<file path="config.mk">
export PLATFORM = sky130hd
export DESIGN_NAME = am_uart_sched
export DESIGN_NICKNAME = d
export VERILOG_FILES = /design/src/rtl/am_uart_sched.sv
export SDC_FILE = /design/constraint.sdc
export NUM_CORES = 1
export LEC_CHECK = 0
export CORE_MARGIN = 3
export CORE_UTILIZATION = 43
export CTS_CLUSTER_DIAMETER = 200
export DETAILED_ROUTE_END_ITERATION = 10
export PLACE_DENSITY = 0.72
export REMOVE_ABC_BUFFERS = 1
export SLEW_MARGIN = 40
export SYNTH_ARGS = -nofsm -noshare
export SYNTH_HDL_FRONTEND = slang
export SYNTH_SLANG_ARGS = --single-unit
</file>
<file path="constraint.sdc">
create_clock -name CLK -period 2.3 [get_ports CLK]
set_clock_uncertainty 0.2 [all_clocks]
set_input_delay 0.23 -clock CLK [delete_from_list [all_inputs] [get_ports CLK]]
set_output_delay 0.23 -clock CLK [all_outputs]
set_load 0.01 [all_outputs]
</file>
<file path="src/rtl/am_uart_sched.sv">
// Two-channel ADC byte scheduler: frames bursts of BURST_LEN bytes behind a per-channel header
// for one UART. Define SCHED_CHKSUM_EN to append an XOR checksum byte to every frame.
module am_uart_sched #(
    parameter int unsigned BURST_LEN = 16,
    parameter logic [7:0]  HDR0      = 8'hA5,
    parameter logic [7:0]  HDR1      = 8'h5A
) (
    input  logic       CLK,
    input  logic       RST_n,
    input  logic       en,
    input  logic [7:0] ch0_data,
    input  logic       ch0_valid,
    output logic       ch0_ready,
    input  logic [7:0] ch1_data,
    input  logic       ch1_valid,
    output logic       ch1_ready,
    input  logic       uart_busy,
    output logic [7:0] tx_data,
    output logic       tx_start,
    output logic       grant_ch,
    output logic       frame_done,
    output logic       sched_busy
);

    localparam logic [7:0] BurstLen = 8'(BURST_LEN);

`ifdef SCHED_CHKSUM_EN
    typedef enum logic [2:0] {
        StIdle, StHdr, StFetch, StSend, StCsum, StGuard, StWaitb, StDone
    } state_e;
`else
    typedef enum logic [2:0] {
        StIdle, StHdr, StFetch, StSend, StGuard, StWaitb, StDone
    } state_e;
`endif

    state_e     state_q;
    logic [7:0] byte_cnt_q;
    logic       last_ch_q;
    logic [7:0] tx_data_q;
    logic       tx_start_q;
    logic       grant_q;
    logic       frame_done_q;
    logic       sched_busy_q;
`ifdef SCHED_CHKSUM_EN
    logic [7:0] csum_q;
    logic       csum_sent_q;
`endif

    logic       start_req;
    logic       start_grant;
    logic       in_fetch;
    logic       accept;
    logic [7:0] gnt_data;

    // On a tie the channel that did not own the previous frame wins.
    always_comb begin
        start_grant = (ch0_valid && ch1_valid) ? ~last_ch_q : ch1_valid;
        start_req   = en && !uart_busy && (ch0_valid || ch1_valid);
        in_fetch    = (state_q == StFetch);
        ch0_ready   = in_fetch && !grant_q;
        ch1_ready   = in_fetch && grant_q;
        gnt_data    = grant_q ? ch1_data : ch0_data;
        accept      = grant_q ? (ch1_valid && ch1_ready) : (ch0_valid && ch0_ready);
    end

    always_ff @(posedge CLK) begin
        if (!RST_n) begin
            state_q      <= StIdle;
            byte_cnt_q   <= '0;
            last_ch_q    <= 1'b1;
            tx_data_q    <= '0;
            tx_start_q   <= 1'b0;
            grant_q      <= 1'b0;
            frame_done_q <= 1'b0;
            sched_busy_q <= 1'b0;
`ifdef SCHED_CHKSUM_EN
            csum_q       <= '0;
            csum_sent_q  <= 1'b0;
`endif
        end else begin
            tx_start_q   <= 1'b0;
            frame_done_q <= 1'b0;
            unique case (state_q)
                StIdle: begin
                    if (start_req) begin
                        grant_q      <= start_grant;
                        tx_data_q    <= start_grant ? HDR1 : HDR0;
                        tx_start_q   <= 1'b1;
                        sched_busy_q <= 1'b1;
                        state_q      <= StHdr;
                    end
                end
                StHdr: begin
`ifdef SCHED_CHKSUM_EN
                    csum_q      <= '0;
                    csum_sent_q <= 1'b0;
`endif
                    state_q <= StGuard;
                end
                StFetch: begin
                    if (accept) begin
                        tx_data_q  <= gnt_data;
                        tx_start_q <= 1'b1;
`ifdef SCHED_CHKSUM_EN
                        csum_q     <= csum_q ^ gnt_data;
`endif
                        state_q    <= StSend;
                    end
                end
                StSend: begin
                    byte_cnt_q <= byte_cnt_q + 8'd1;
                    state_q    <= StGuard;
                end
`ifdef SCHED_CHKSUM_EN
                StCsum: begin
                    csum_sent_q <= 1'b1;
                    state_q     <= StGuard;
                end
`endif
                // The UART raises busy a cycle after the strobe, so this cycle cannot trust it.
                StGuard: state_q <= StWaitb;
                StWaitb: begin
                    if (!uart_busy) begin
                        if (byte_cnt_q < BurstLen) begin
                            state_q <= StFetch;
`ifdef SCHED_CHKSUM_EN
                        end else if (!csum_sent_q) begin
                            tx_data_q  <= csum_q;
                            tx_start_q <= 1'b1;
                            state_q    <= StCsum;
`endif
                        end else begin
                            frame_done_q <= 1'b1;
                            state_q      <= StDone;
                        end
                    end
                end
                StDone: begin
                    last_ch_q    <= grant_q;
                    byte_cnt_q   <= '0;
                    sched_busy_q <= 1'b0;
                    state_q      <= StIdle;
                end
                default: state_q <= StIdle;
            endcase
        end
    end

    assign tx_data    = tx_data_q;
    assign tx_start   = tx_start_q;
    assign grant_ch   = grant_q;
    assign frame_done = frame_done_q;
    assign sched_busy = sched_busy_q;

    a_ready_onehot: assert property (@(posedge CLK) disable iff (!RST_n)
        !(ch0_ready && ch1_ready));
    a_start_pulse: assert property (@(posedge CLK) disable iff (!RST_n)
        tx_start_q |=> !tx_start_q);
    a_start_not_busy: assert property (@(posedge CLK) disable iff (!RST_n)
        tx_start_q |-> !uart_busy);

endmodule

</file>
Word level (Yosys, flattened, before mapping)

Index checks and enable logic that the tools add are counted.

Output and inout bits: 14
Register bits after elaboration: 24
Word-level logic and storage cells: 61

Bitwise operators: 3
Multiplexer cells: 19
Add/sub/neg operators: 1
Reductions and logical operators: 20
Equal/unequal tests: 9
Magnitude comparators: 1

Operators by type and width:

| kind                                                                          | count |
|---|---|
| 8-bit 2-to-1 mux                                                              | 4 |
| 8-bit case mux with 2 select lines                                            | 2 |
| 3-bit case mux with 5 select lines                                            | 1 |
| 3-bit 2-to-1 mux                                                              | 4 |
| 3-bit == test (second input constant)                                         | 3 |
| 8-bit by 1-bit adder with 8-bit output (second input constant)                | 1 |
| 8-bit by 5-bit less-than comparator with 1-bit output (second input constant) | 1 |
| 1-bit logical AND                                                             | 7 |
| 3-bit by 2-bit == test with 1-bit output (second input constant)              | 2 |
| 1-bit 2-to-1 mux                                                              | 6 |
| 3-bit AND reduction                                                           | 2 |
| 2-bit nonzero test                                                            | 3 |
| 2-bit != test (second input constant)                                         | 2 |
| 1-bit case mux with 2 select lines                                            | 2 |
| 2-bit AND reduction                                                           | 2 |
| 3-bit by 1-bit == test with 1-bit output (second input constant)              | 1 |
| 3-bit logical NOT                                                             | 1 |
| 1-bit NOT                                                                     | 3 |
| 3-bit OR reduction                                                            | 1 |
| 1-bit logical NOT                                                             | 2 |
| 2-bit by 1-bit != test with 1-bit output (second input constant)              | 1 |
| 2-bit OR reduction                                                            | 1 |
| 1-bit logical OR                                                              | 1 |

Longest topological paths before layout

Gate-level depths: netlist of the first run.

Word-level depth: 6
Gate-level depth with buffers: 6

Worst setup path after synthesis of the first run

OpenSTA, ideal clock, no wires.

Kind: flip-flop to flip-flop
Start: register byte_cnt_q[4]
End: register state_q[2]
Cell stages (with the launch flop): 5
Clock period less this slack: 1.511 ns
Arrival time: 1.196 ns
Library setup time: 0.116 ns
Setup slack: 0.789 ns
Required time: 1.984 ns
Cells stage by stage: dfxtp_1 > or4_4 > nor3b_2 > o21ai_1 > and3_1

Longest elaborated chain between the ends: 4

RTL lines:

| item                                                  | line | RTL |
|---|---|---|
| start: declaration                                    | 38   | `logic [7:0] byte_cnt_q;` |
| start signal: assignment                              | 112  | `byte_cnt_q <= byte_cnt_q + 8'd1;` |
| 8-bit by 5-bit less-than comparator with 1-bit output | 125  | `if (byte_cnt_q < BurstLen) begin` |
| 3-bit 2-to-1 mux                                      | 125  |  |
| 3-bit 2-to-1 mux                                      | 124  | `if (!uart_busy) begin` |
| 3-bit case mux with 5 select lines                    | 84   | `unique case (state_q)` |
| end signal: assignment                                | 91   | `state_q <= StHdr;` |
| end signal: assignment                                | 122  | `StGuard: state_q <= StWaitb;` |
| end signal: assignment                                | 126  | `state_q <= StFetch;` |
| end: declaration                                      | 37   | `state_e state_q;` |

No other way between the ends. The select of a mux whose other input is x is not followed.
A chain may end at the register's enable or synchronous reset.

Worst setup path in the final report of the first run

Start: register state_q[0]
End: output port ch1_ready

Longest elaborated chain between the ends: 2

RTL lines:

| item                                     | line | RTL |
|---|---|---|
| start signal: assignment                 | 69   | `state_q <= StIdle;` |
| start signal: assignment                 | 91   |  |
| start signal: assignment                 | 99   | `state_q <= StGuard;` |
| 3-bit by 2-bit == test with 1-bit output | 60   | `in_fetch = (state_q == StFetch);` |
| 1-bit logical AND                        | 62   | `ch1_ready = in_fetch && grant_q;` |
| end: declaration                         | 16   | `output logic ch1_ready,` |

No other way between the ends.

==> results of run 1 <==
[worst max-delay path, stage by stage, from the launching register on]
cell	delay, ns
dfxtp_1	0.42
nor3b_1	0.28
and2_1	0.18
clkdlybuf4s50_1	0.55
[synthesized netlist by cell type (all sizes together) (3+ instances only)]
library cell / n / area share
o21a: 3 / 0.016
nor3b: 4 / 0.025
nand2: 16 / 0.044
nand3: 9 / 0.033
clkbuf: 3 / 0.015
nor2b: 4 / 0.018
dfxtp: 24 / 0.35
a21boi: 13 / 0.071
mux2i: 15 / 0.11
and2: 3 / 0.014
o211ai: 3 / 0.016
inv: 4 / 0.011
and3: 3 / 0.015
or2: 3 / 0.014
buf: 10 / 0.046
nand4: 4 / 0.018
o21ai: 14 / 0.051
[worst max-delay path by stage]
stage / from / endpoint / slack (ns) / depth (start not counted)
after detailed placement: state_q[0]$_SDFFE_PN0P_ / ch1_ready / 0.46 / 3
after global routing: state_q[1]$_SDFFE_PN0P_ / ch0_ready / 0.04 / 4
after CTS: state_q[0]$_SDFFE_PN0P_ / ch1_ready / 0.09 / 3
after floorplan: state_q[1]$_SDFFE_PN0P_ / tx_data[1]$_SDFFE_PN0P_ / 0.14 / 4
after global placement: ch1_valid / tx_data[3]$_SDFFE_PN0P_ / 0.53 / 6
final: state_q[0]$_SDFFE_PN0P_ / ch1_ready / 0.13 / 3
[sequential cells by signal (all words and copies together) (netlist names)]
| register | count |
|---|---|
| frame_done | 1 |
| last_ch_q | 1 |
| grant_ch | 1 |
| tx_data | 8 |
| tx_start | 1 |
| sched_busy | 1 |
| byte_cnt_q | 8 |
| state_q | 3 |
[routing by layer]
layer  part of all wire  up-vias  wire, um  global-route usage
met5                  0        -         0                   0
met4             0.0061        0        19             0.04132
met3              0.058        2       182             0.04676
met2               0.48       32      1507              0.2850
met1               0.45      592      1425              0.2086
li1                   -      646         -                   -
[power breakdown]
part           leakage (uW)  switching [uW]  internal [uW]  total (uW)
logic              0.000413            57.7           82.1         140
registers          0.000195            9.06            428         437
clock network     0.0000279             130            176         306
total              0.000636             197            686         883
[area by class of cell]
type / count / area [um2]
timing repair buffer: 43 / 410.4
inverter: 4 / 15.01
clock buffer: 3 / 22.52
tap: 42 / 52.55
multi-input combinational: 117 / 794.5
clock inverter: 1 / 30.03
sequential: 24 / 480.5
fill: 275 / 1095
[kinds of logic after synthesis]
logic type               share of synthesized area
AND/OR/NAND/NOR                             0.2502
AO/OA/AOI/OAI                               0.2093
flip-flops                                  0.3494
buffers and inverters                      0.07279
multiplexers                                0.1092
adder cells (fa/ha/maj)                   0.009098
[through the flow]
stage,total power (uW),utilization,cells
4_1_cts,892.0,0.6225,234
6_report,883.0,0.6225,234
2_1_floorplan,502.7,-,145
5_1_grt,917.4,0.6225,234
3_5_place_dp,586.2,0.6044,230
3_3_place_gp,583.4,0.6044,230
==> run_results.csv, run 1 <==
group,metric,value,unit
place,routabilityCongestion,0.7591,
min_path,hp-start,"sched_busy$_SDFFE_PN0P_",
critical_path,worst_ep_required_time,1.87,ns
sta,fin_crit_sh,0.9441,
yosys,netlist_instances,158,
clocking,clock_latency,0.32,ns
sta,fin_crit,2.171,ns
yosys,synth_area,1375,um2
detailed_routing,viasPerCell,5.436,
floorplanning,fp.coreArea,2900,um2
global_route,grt_pass1_wl,5471,um
pwr,p_leak,0.0006359,uW
critical_path,cp_max_fo,9,
critical_path,startpoint_type,"register",
detailed_routing,dr.pass1.iters,4,
yosys,ys_types,41,
final_layout,layout_common_cells,"clkdlybuf4s50_1 (35), dfxtp_1 (24), nand2_1 (16), mux2i_1 (15)",
pwr,irDropWorstVdd,0.5783,mV
sta,maxSlewViolCount,0,
yosys,async_flop_share,0,
yosys,yosysSeqAreaShare,0.3494,
final_layout,post-route-cell-area,1805,um2
global_route,grt_pass1_vias,1211,
critical_path,worstRegToRegCells,5,
min_path,hold_end,"sched_busy$_SDFFE_PN0P_",
clocking,ctsHoldBuffers,0,
final_layout,drive_above_1_share,0.1042,
floorplanning,row_count,19,
clocking,clk_path_buf_depth,2,
global_route,grt_max_degree,27,
clocking,cts_root_buf,"clkbuf_4",
sta,setup_slack,0.1286,ns
final_layout,area_delta_synth_final,31.30,%
detailed_routing,vias,1272,
critical_path,critPathKind,"register to primary output",
yosys,syn_avg_cell_area,8.703,um2
floorplanning,die_area,3913,um2
final_layout,antenna_cells,0,
clocking,numCtsBuffers,3,
floorplanning,die_h,62.55,um
pwr,power.density,489.0,nW/um2
clocking,clkTransAtPathRegs,0.14,ns
clocking,cts_resized,0,
detailed_routing,drc_errors,0,
global_route,grt_usage,0.1677,
sta,hold_viol,0,
place,dp_worst_setup_slack,0.4637,ns
critical_path,r2r-start,"state_q[0]$_SDFFE_PN0P_",
clocking,cts_setup_buffers,0,
place,hpwl,2436,um
floorplanning,initial_core_util,0.4741,
detailed_routing,routedWlPerCell,13.39,um
place,postPlaceCellArea,1753,um2
place,port_buffers,35,
floorplanning,dieWidth,62.55,um
clocking,htreeDepth,1,
sta,tightest_slew,0.3603,ns
sta,clock.fmax,460.5,MHz
critical_path,rrSetupSlack,0.50,ns
sta,maxSlewHeadroom,0.7576,
sta,fin_setup_tns,0,ns
detailed_routing,drt_iter0_markers,51,
sta,setup_viol,0,
clocking,cts_tree,"done",
detailed_routing,postRouteWirelength,3134,um
min_path,hp-class,"register to register",
critical_path,endpoint_kind,"primary output",
floorplanning,io_pins,36,
sta,holdWs,0.2721,ns
global_route,gr-total-overflow,0,
yosys,synth_edf_count,0,
status,status,"complete, no violations",
clocking,cts_sinks,24,
yosys,ys_ff_latch,24,
final_layout,final_common_cell,"clkdlybuf4s50_1",
min_path,worst_hold_path.num_cells,2,
critical_path,reg2reg_to,"byte_cnt_q[5]$_SDFFE_PN0P_",
final_layout,fin_nets,216,
global_route,grt_antenna_before_repair,0,
yosys,yosysWarnings,0,
flow_run,cap_violations,0,
critical_path,arrival,1.74,ns
detailed_routing,ant_nets,0,
sta,rsz0062_at_grt,"no",
yosys,synthFlopType,"dfxtp_1",
(Power assumes the default switching activity.)
==> run 2, diff against run 1 <==
--- a/config.mk
+++ b/config.mk
@@ -5,6 +5,7 @@
 export SDC_FILE = /design/constraint.sdc
 export NUM_CORES = 1
 export LEC_CHECK = 0
+export ABC_CLOCK_PERIOD_IN_PS = 2300
 export CORE_MARGIN = 3
 export CORE_UTILIZATION = 43
 export CTS_CLUSTER_DIAMETER = 200
==> results of run 2 <==
Final layout, timing and power as in run 1 (identical DEF).
